File: src/rtl/spi_master_ctrl_pkg.sv
// Shared types and constants for the SPI master controller: state and op
// encodings, frame geometry and the {op, payload} frame layout.
package spi_master_ctrl_pkg;

   localparam int unsigned ADDR_SIZE  = 8;
   localparam int unsigned MEM_WIDTH  = 8;
   localparam int unsigned FRAME_BITS = 10;
   localparam int unsigned RD_BITS    = 8;
   localparam int unsigned OP_BITS    = 2;
   localparam int unsigned CNT_BITS   = 4;

   typedef enum logic [2:0] {
      M_IDLE    = 3'b000,
      M_CMD     = 3'b001,
      M_SHIFT   = 3'b010,
      M_TURN    = 3'b011,
      M_CAPTURE = 3'b100,
      M_END     = 3'b101
   } mst_state_e;

   typedef enum logic [OP_BITS-1:0] {
      OP_WR_ADDR = 2'b00,
      OP_WR_DATA = 2'b01,
      OP_RD_ADDR = 2'b10,
      OP_RD_DATA = 2'b11
   } op_e;

   typedef struct packed {
      op_e                  op;
      logic [MEM_WIDTH-1:0] payload;
   } frame_t;

   // Read-data frames carry no payload; the field is sent as zeros.
   function automatic frame_t build_frame(input op_e op, input logic [MEM_WIDTH-1:0] payload);
      frame_t f;
      f.op      = op;
      f.payload = (op == OP_RD_DATA) ? '0 : payload;
      return f;
   endfunction

endpackage

File: src/rtl/spi_mst_shift_reg.sv
// Load/shift register with serial input, MSB-first shifting.
module spi_mst_shift_reg #(
   parameter int unsigned WIDTH = 8
) (
   input  logic             clk,
   input  logic             rst,
   input  logic             load_i,
   input  logic [WIDTH-1:0] load_data_i,
   input  logic             shift_i,
   input  logic             si_i,
   output logic [WIDTH-1:0] data_o
);

   logic [WIDTH-1:0] data_q;
   logic [WIDTH-1:0] data_d;

   always_comb begin
      data_d = data_q;
      if (load_i) begin
         data_d = load_data_i;
      end else if (shift_i) begin
         data_d = {data_q[WIDTH-2:0], si_i};
      end
   end

   always_ff @(posedge clk) begin
      if (rst) begin
         data_q <= '0;
      end else begin
         data_q <= data_d;
      end
   end

   assign data_o = data_q;

endmodule

File: src/rtl/spi_master_ctrl.sv
// SPI initiator: turns parallel commands into SS_n/MOSI frames and returns
// the MISO byte of read-data frames on a parallel response port.
module spi_master_ctrl
   import spi_master_ctrl_pkg::*;
#(
   parameter int unsigned TURNAROUND = 2,
   parameter int unsigned GAP_CYCLES = 1
) (
   input  logic                 clk,
   input  logic                 rst,
   input  logic                 cmd_valid,
   output logic                 cmd_ready,
   input  logic [OP_BITS-1:0]   cmd_op,
   input  logic [MEM_WIDTH-1:0] cmd_payload,
   output logic                 SS_n,
   output logic                 MOSI,
   input  logic                 MISO,
   output logic                 rd_valid,
   output logic [RD_BITS-1:0]   rd_data,
   output logic                 busy
);

   mst_state_e            state_q, state_d;
   logic [CNT_BITS-1:0]   cnt_q, cnt_d;
   op_e                   op_q, op_d;
   logic                  ss_n_q, ss_n_d;
   logic                  cmd_ready_q, cmd_ready_d;
   logic                  busy_q, busy_d;
   logic                  rd_valid_q, rd_valid_d;
   logic                  accept_c;
   logic [FRAME_BITS-1:0] tx_data;
   logic [RD_BITS-1:0]    rx_data;
   logic                  unused_tx_bits;

   assign accept_c = cmd_valid && cmd_ready_q;

   // TX frame: loaded on acceptance, its MSB is MOSI. Shifting starts after
   // the first SHIFT cycle so frame[9] appears in both CMD and SHIFT[0], and
   // the register is all-zero again once the frame has been sent.
   spi_mst_shift_reg #(
      .WIDTH (FRAME_BITS)
   ) u_tx_shift (
      .clk         (clk),
      .rst         (rst),
      .load_i      (accept_c),
      .load_data_i (build_frame(op_e'(cmd_op), cmd_payload)),
      .shift_i     (state_q == M_SHIFT),
      .si_i        (1'b0),
      .data_o      (tx_data)
   );

   // RX byte: MISO enters MSB-first on every CAPTURE edge.
   spi_mst_shift_reg #(
      .WIDTH (RD_BITS)
   ) u_rx_shift (
      .clk         (clk),
      .rst         (rst),
      .load_i      (1'b0),
      .load_data_i ('0),
      .shift_i     (state_q == M_CAPTURE),
      .si_i        (MISO),
      .data_o      (rx_data)
   );

   assign unused_tx_bits = ^tx_data[FRAME_BITS-2:0];

   // Next-state logic plus lookahead for the registered outputs.
   always_comb begin
      state_d     = state_q;
      op_d        = op_q;
      cnt_d       = '0;
      ss_n_d      = 1'b1;
      cmd_ready_d = 1'b0;
      busy_d      = 1'b0;
      rd_valid_d  = 1'b0;

      unique case (state_q)
         M_IDLE: begin
            if (accept_c) begin
               state_d = M_CMD;
               op_d    = op_e'(cmd_op);
            end
         end
         M_CMD: begin
            state_d = M_SHIFT;
         end
         M_SHIFT: begin
            if (cnt_q == CNT_BITS'(FRAME_BITS - 1)) begin
               state_d = (op_q == OP_RD_DATA) ? M_TURN : M_END;
            end
         end
         M_TURN: begin
            if (cnt_q == CNT_BITS'(TURNAROUND - 1)) begin
               state_d = M_CAPTURE;
            end
         end
         M_CAPTURE: begin
            if (cnt_q == CNT_BITS'(RD_BITS - 1)) begin
               state_d = M_END;
            end
         end
         M_END: begin
            if (cnt_q == CNT_BITS'(GAP_CYCLES - 1)) begin
               state_d = M_IDLE;
            end
         end
         default: begin
            state_d = M_IDLE;
         end
      endcase

      // One counter serves every timed state; it restarts on each transition.
      if ((state_d == state_q) && (state_q != M_IDLE)) begin
         cnt_d = cnt_q + CNT_BITS'(1);
      end

      ss_n_d      = !(state_d inside {M_CMD, M_SHIFT, M_TURN, M_CAPTURE});
      cmd_ready_d = (state_d == M_IDLE);
      busy_d      = (state_d != M_IDLE);
      rd_valid_d  = (state_q == M_CAPTURE) && (state_d == M_END);
   end

   always_ff @(posedge clk) begin
      if (rst) begin
         state_q     <= M_IDLE;
         cnt_q       <= '0;
         op_q        <= OP_WR_ADDR;
         ss_n_q      <= 1'b1;
         cmd_ready_q <= 1'b0;
         busy_q      <= 1'b0;
         rd_valid_q  <= 1'b0;
      end else begin
         state_q     <= state_d;
         cnt_q       <= cnt_d;
         op_q        <= op_d;
         ss_n_q      <= ss_n_d;
         cmd_ready_q <= cmd_ready_d;
         busy_q      <= busy_d;
         rd_valid_q  <= rd_valid_d;
      end
   end

   assign cmd_ready = cmd_ready_q;
   assign busy      = busy_q;
   assign SS_n      = ss_n_q;
   assign MOSI      = tx_data[FRAME_BITS-1];
   assign rd_valid  = rd_valid_q;
   assign rd_data   = rx_data;

endmodule

File: config.mk
export PLATFORM = sky130hd
export DESIGN_NAME = spi_master_ctrl
export DESIGN_NICKNAME = d
export VERILOG_FILES = /design/src/rtl/spi_master_ctrl_pkg.sv /design/src/rtl/spi_mst_shift_reg.sv /design/src/rtl/spi_master_ctrl.sv
export SDC_FILE = /design/constraint.sdc
export NUM_CORES = 1
export LEC_CHECK = 0
export BUFFER_PORTS_ARGS = -buffer_cell sky130_fd_sc_hd__buf_4
export CORE_MARGIN = 1.5
export CORE_UTILIZATION = 60
export CTS_BUF_LIST = sky130_fd_sc_hd__clkbuf_4
export DETAILED_ROUTE_END_ITERATION = 10
export PLACE_DENSITY = 0.91
export SYNTH_ARGS = -nofsm -noshare
export SYNTH_HDL_FRONTEND = slang
export SYNTH_SLANG_ARGS = --single-unit
File: constraint.sdc
create_clock -name clk -period 4.1 [get_ports clk]
set_input_delay 0.41 -clock clk [delete_from_list [all_inputs] [get_ports clk]]
set_output_delay 0.41 -clock clk [all_outputs]
set_load 0.01 [all_outputs]
==> impl_metrics.tcl <==
set metrics [dict create \
    drtIter0Drc 29 \
    yosysTopAreaCell "dfxtp_1" \
    fmax_mhz 516 \
    grt_use_total_pct 27.1 \
    antenna_left 0 \
    nFillCells 172 \
    first_pass_iters 5 \
    cp_num_cells 7 \
    hpwlAfterDp_mm 2.16 \
    synth.most_common_cell "dfxtp_1" \
    fp.dieW_um 51.5 \
    worstPathMaxFanout 5 \
    setup_viol 0 \
    path_class "flop to flop" \
    place_area_um2 1610 \
    h-tree-depth 2 \
    rows 17 \
    cts-buffers-inserted 5 \
    critPathMaxStageDelay_ns 0.42 \
    fin_crit_ns 1.94 \
    drive_gt1_share_pct 26.2 \
    drc 0 \
    timing.rr.start "cnt_q[0]" \
    finalCritPeriodShare_pct 47.3 \
    nets 199 \
    worst_pin_slew_ns 0.609 \
    yosys.cell_types.count 48 \
    use_met3_pct 6.14 \
    startpoint_type "flop" \
    path_delay_family "compound AO/OA/AOI/OAI gates" \
    drv_slew 0 \
    cp-startpoint "cnt_q[0]" \
    use_met2_pct 43.2 \
    syn_to_final_growth_pct 18.4 \
    slew_headroom_pct 59.4 \
    root_buffer "clkbuf_4" \
    synthCells 156 \
    synth_edf_count 0 \
    r2r_cells 7 \
    dieArea_um2 2650 \
    clock_path_buffers 2 \
    endpoint_kind "flop" \
    cts.sinks 31 \
    antenna_found_initial 0 \
    vias_per_cell 5.72 \
    synthTopCellsByArea "dfxtp_1, nand2_1, a21oi_1, a22oi_1, nor2_1" \
    cts_setup_buffers 0 \
    via_count 1207 \
    rsz0062_at_grt "false" \
    gr-usage-met1_pct 31.7 \
    synth-seq-cells 31 \
    num_io_pins 27 \
    cp_slowest_cell "a2111oi_4" \
    cp_cell_sequence "inv_1 -> ha_1 -> or3b_1 -> and2_4 -> a2111oi_4 -> o211a_1 -> a21oi_1" \
    status "complete, no violations" \
    cts_resized 0 \
    yosys-top-cells-count "dfxtp_1, nand2_1, nor2_1" \
    grt_pass1_vias 1188 \
    synth_area_per_cell_um2 9.04 \
    clock_skew_ns 0.00736 \
    crit_buf_inv 1 \
    yosysSeqAreaShare_pct 44.0 \
    synth_nets 173 \
    grt_max_degree 25 \
    drt_wl_total_mm 2.95 \
    min_path_type "input port to flop" \
    start_util_pct 63.7 \
    worst_ep_arrival_time_ns 2.17 \
    r2r_slack_ns 2.16 \
    grt_overflow 0 \
    fin_ws_ns 2.16 \
    grt-busiest-layer "met2" \
    place_ws_ns 2.12 \
    fin_tns_setup_ns 0 \
    max-vdd-ir-drop_mv 0.301 \
    final_area_um2 1670 \
    synth_warnings 0 \
    clock_latency_ns 0.33 \
    async_flop_share_pct 0 \
    hold_buffers 0 \
    syn_area_um2 1410 \
    wl_per_cell_um 14.0 \
    gp_congestion 0.798 \
    powerDensity_nw_per_um2 352 \
    worstPathRequired_ns 4.33 \
    drv_cap 0 \
    worstReg2RegEnd "SS_n" \
    p_leak_nw 0.660 \
    cts_tree "done" \
    port_buffers 26 \
    finalHoldViolations 0 \
    ys.flop_type "dfxtp_1" \
    grt_pass1_wl_mm 5.13 \
    synth.top_cell.area_share_pct 44.0 \
    clkTransAtPathRegs_ns 0.09 \
    fp.dieH_um 51.5 \
    coreArea_um2 2210 \
    cp-endpoint "SS_n" \
    antenna_cells 0 \
]
-- through the flow --
step                util, %  power, mW  instances  hold slack, ns
finish                 75.5      0.588        211           0.329
global route           75.5      0.614        211           0.335
CTS                    75.5      0.591        211           0.313
detailed placement     72.9      0.414        203           0.464
global placement       72.9      0.408        203           0.445
floorplan                 -      0.386        156           0.450
-- layer usage --
layer,wire [um],share of wire (%)
met5,0,0
met4,64,2.2
met3,162,5.5
met2,1460,50
met1,1260,43
-- power breakdown --
part	internal [mW]	leakage (nW)	switching (mW)	total [mW]
clock network	0.0799	0.0361	0.100	0.180
logic	0.0363	0.372	0.0430	0.0793
registers	0.317	0.252	0.0115	0.329
-- sequential cells by signal, indices dropped and copies added, names as in the netlist --
name and flops:
SS_n 1, op_q 2, busy 1, rd_valid 1
cnt_q 4, cmd_ready 1, u_rx_shift.data_o 8, u_tx_shift.data_o 10
state_q 3
-- worst min path at each step --
stage / startpoint / end / slack [ns] / depth (start not counted)
after CTS: MISO / u_rx_shift.data_o[0] / 0.31 / 3
after global routing: MISO / u_rx_shift.data_o[0] / 0.33 / 3
after floorplan: u_tx_shift.data_o[7] / u_tx_shift.data_o[8] / 0.45 / 2
after detailed placement: u_rx_shift.data_o[2] / u_rx_shift.data_o[3] / 0.46 / 2
final: MISO / u_rx_shift.data_o[0] / 0.33 / 3
after global placement: u_rx_shift.data_o[7] / u_rx_shift.data_o[7] / 0.44 / 2
-- layout by cell type, fill, tap and decap left out, types with 3 or more instances in the layout --
master    count
ha_1          3
dfxtp_1      31
nor2_1       16
a22oi_1       8
clkbuf_4      7
buf_4        27
a21oi_1      13
nand2_1      22
a211oi_1      7
inv_1         3
-- kinds of logic (layout without fill, tap and decap cells) --
group,count (synthesis),in the layout,synth area share [%]
AO/OA/AOI/OAI,39,39,20.6
buffers and inverters,11,38,3.37
XOR/XNOR,3,3,2.40
flip-flops,31,31,44.0
multiplexers,2,2,1.42
adder cells (fa/ha/maj),3,3,2.66
AND/OR/NAND/NOR,67,67,25.6
-- tightest hold or removal path, stage by stage --
cell and delay [ns]:
buf_4 0.11, nand2_1 0.05, a21oi_1 0.05
-- layout make-up --
class	instances	area, um2	share of cell area (%)
sequential	31	621	37.2
clock buffer	7	52.6	3.15
clock inverter	1	5.00	0.300
timing repair buffer	27	203	12.1
tap	28	35.0	2.10
multi-input combinational	114	742	44.5
inverter	3	11.3	0.675
No activity file was read; power rests on OpenSTA's default activity.
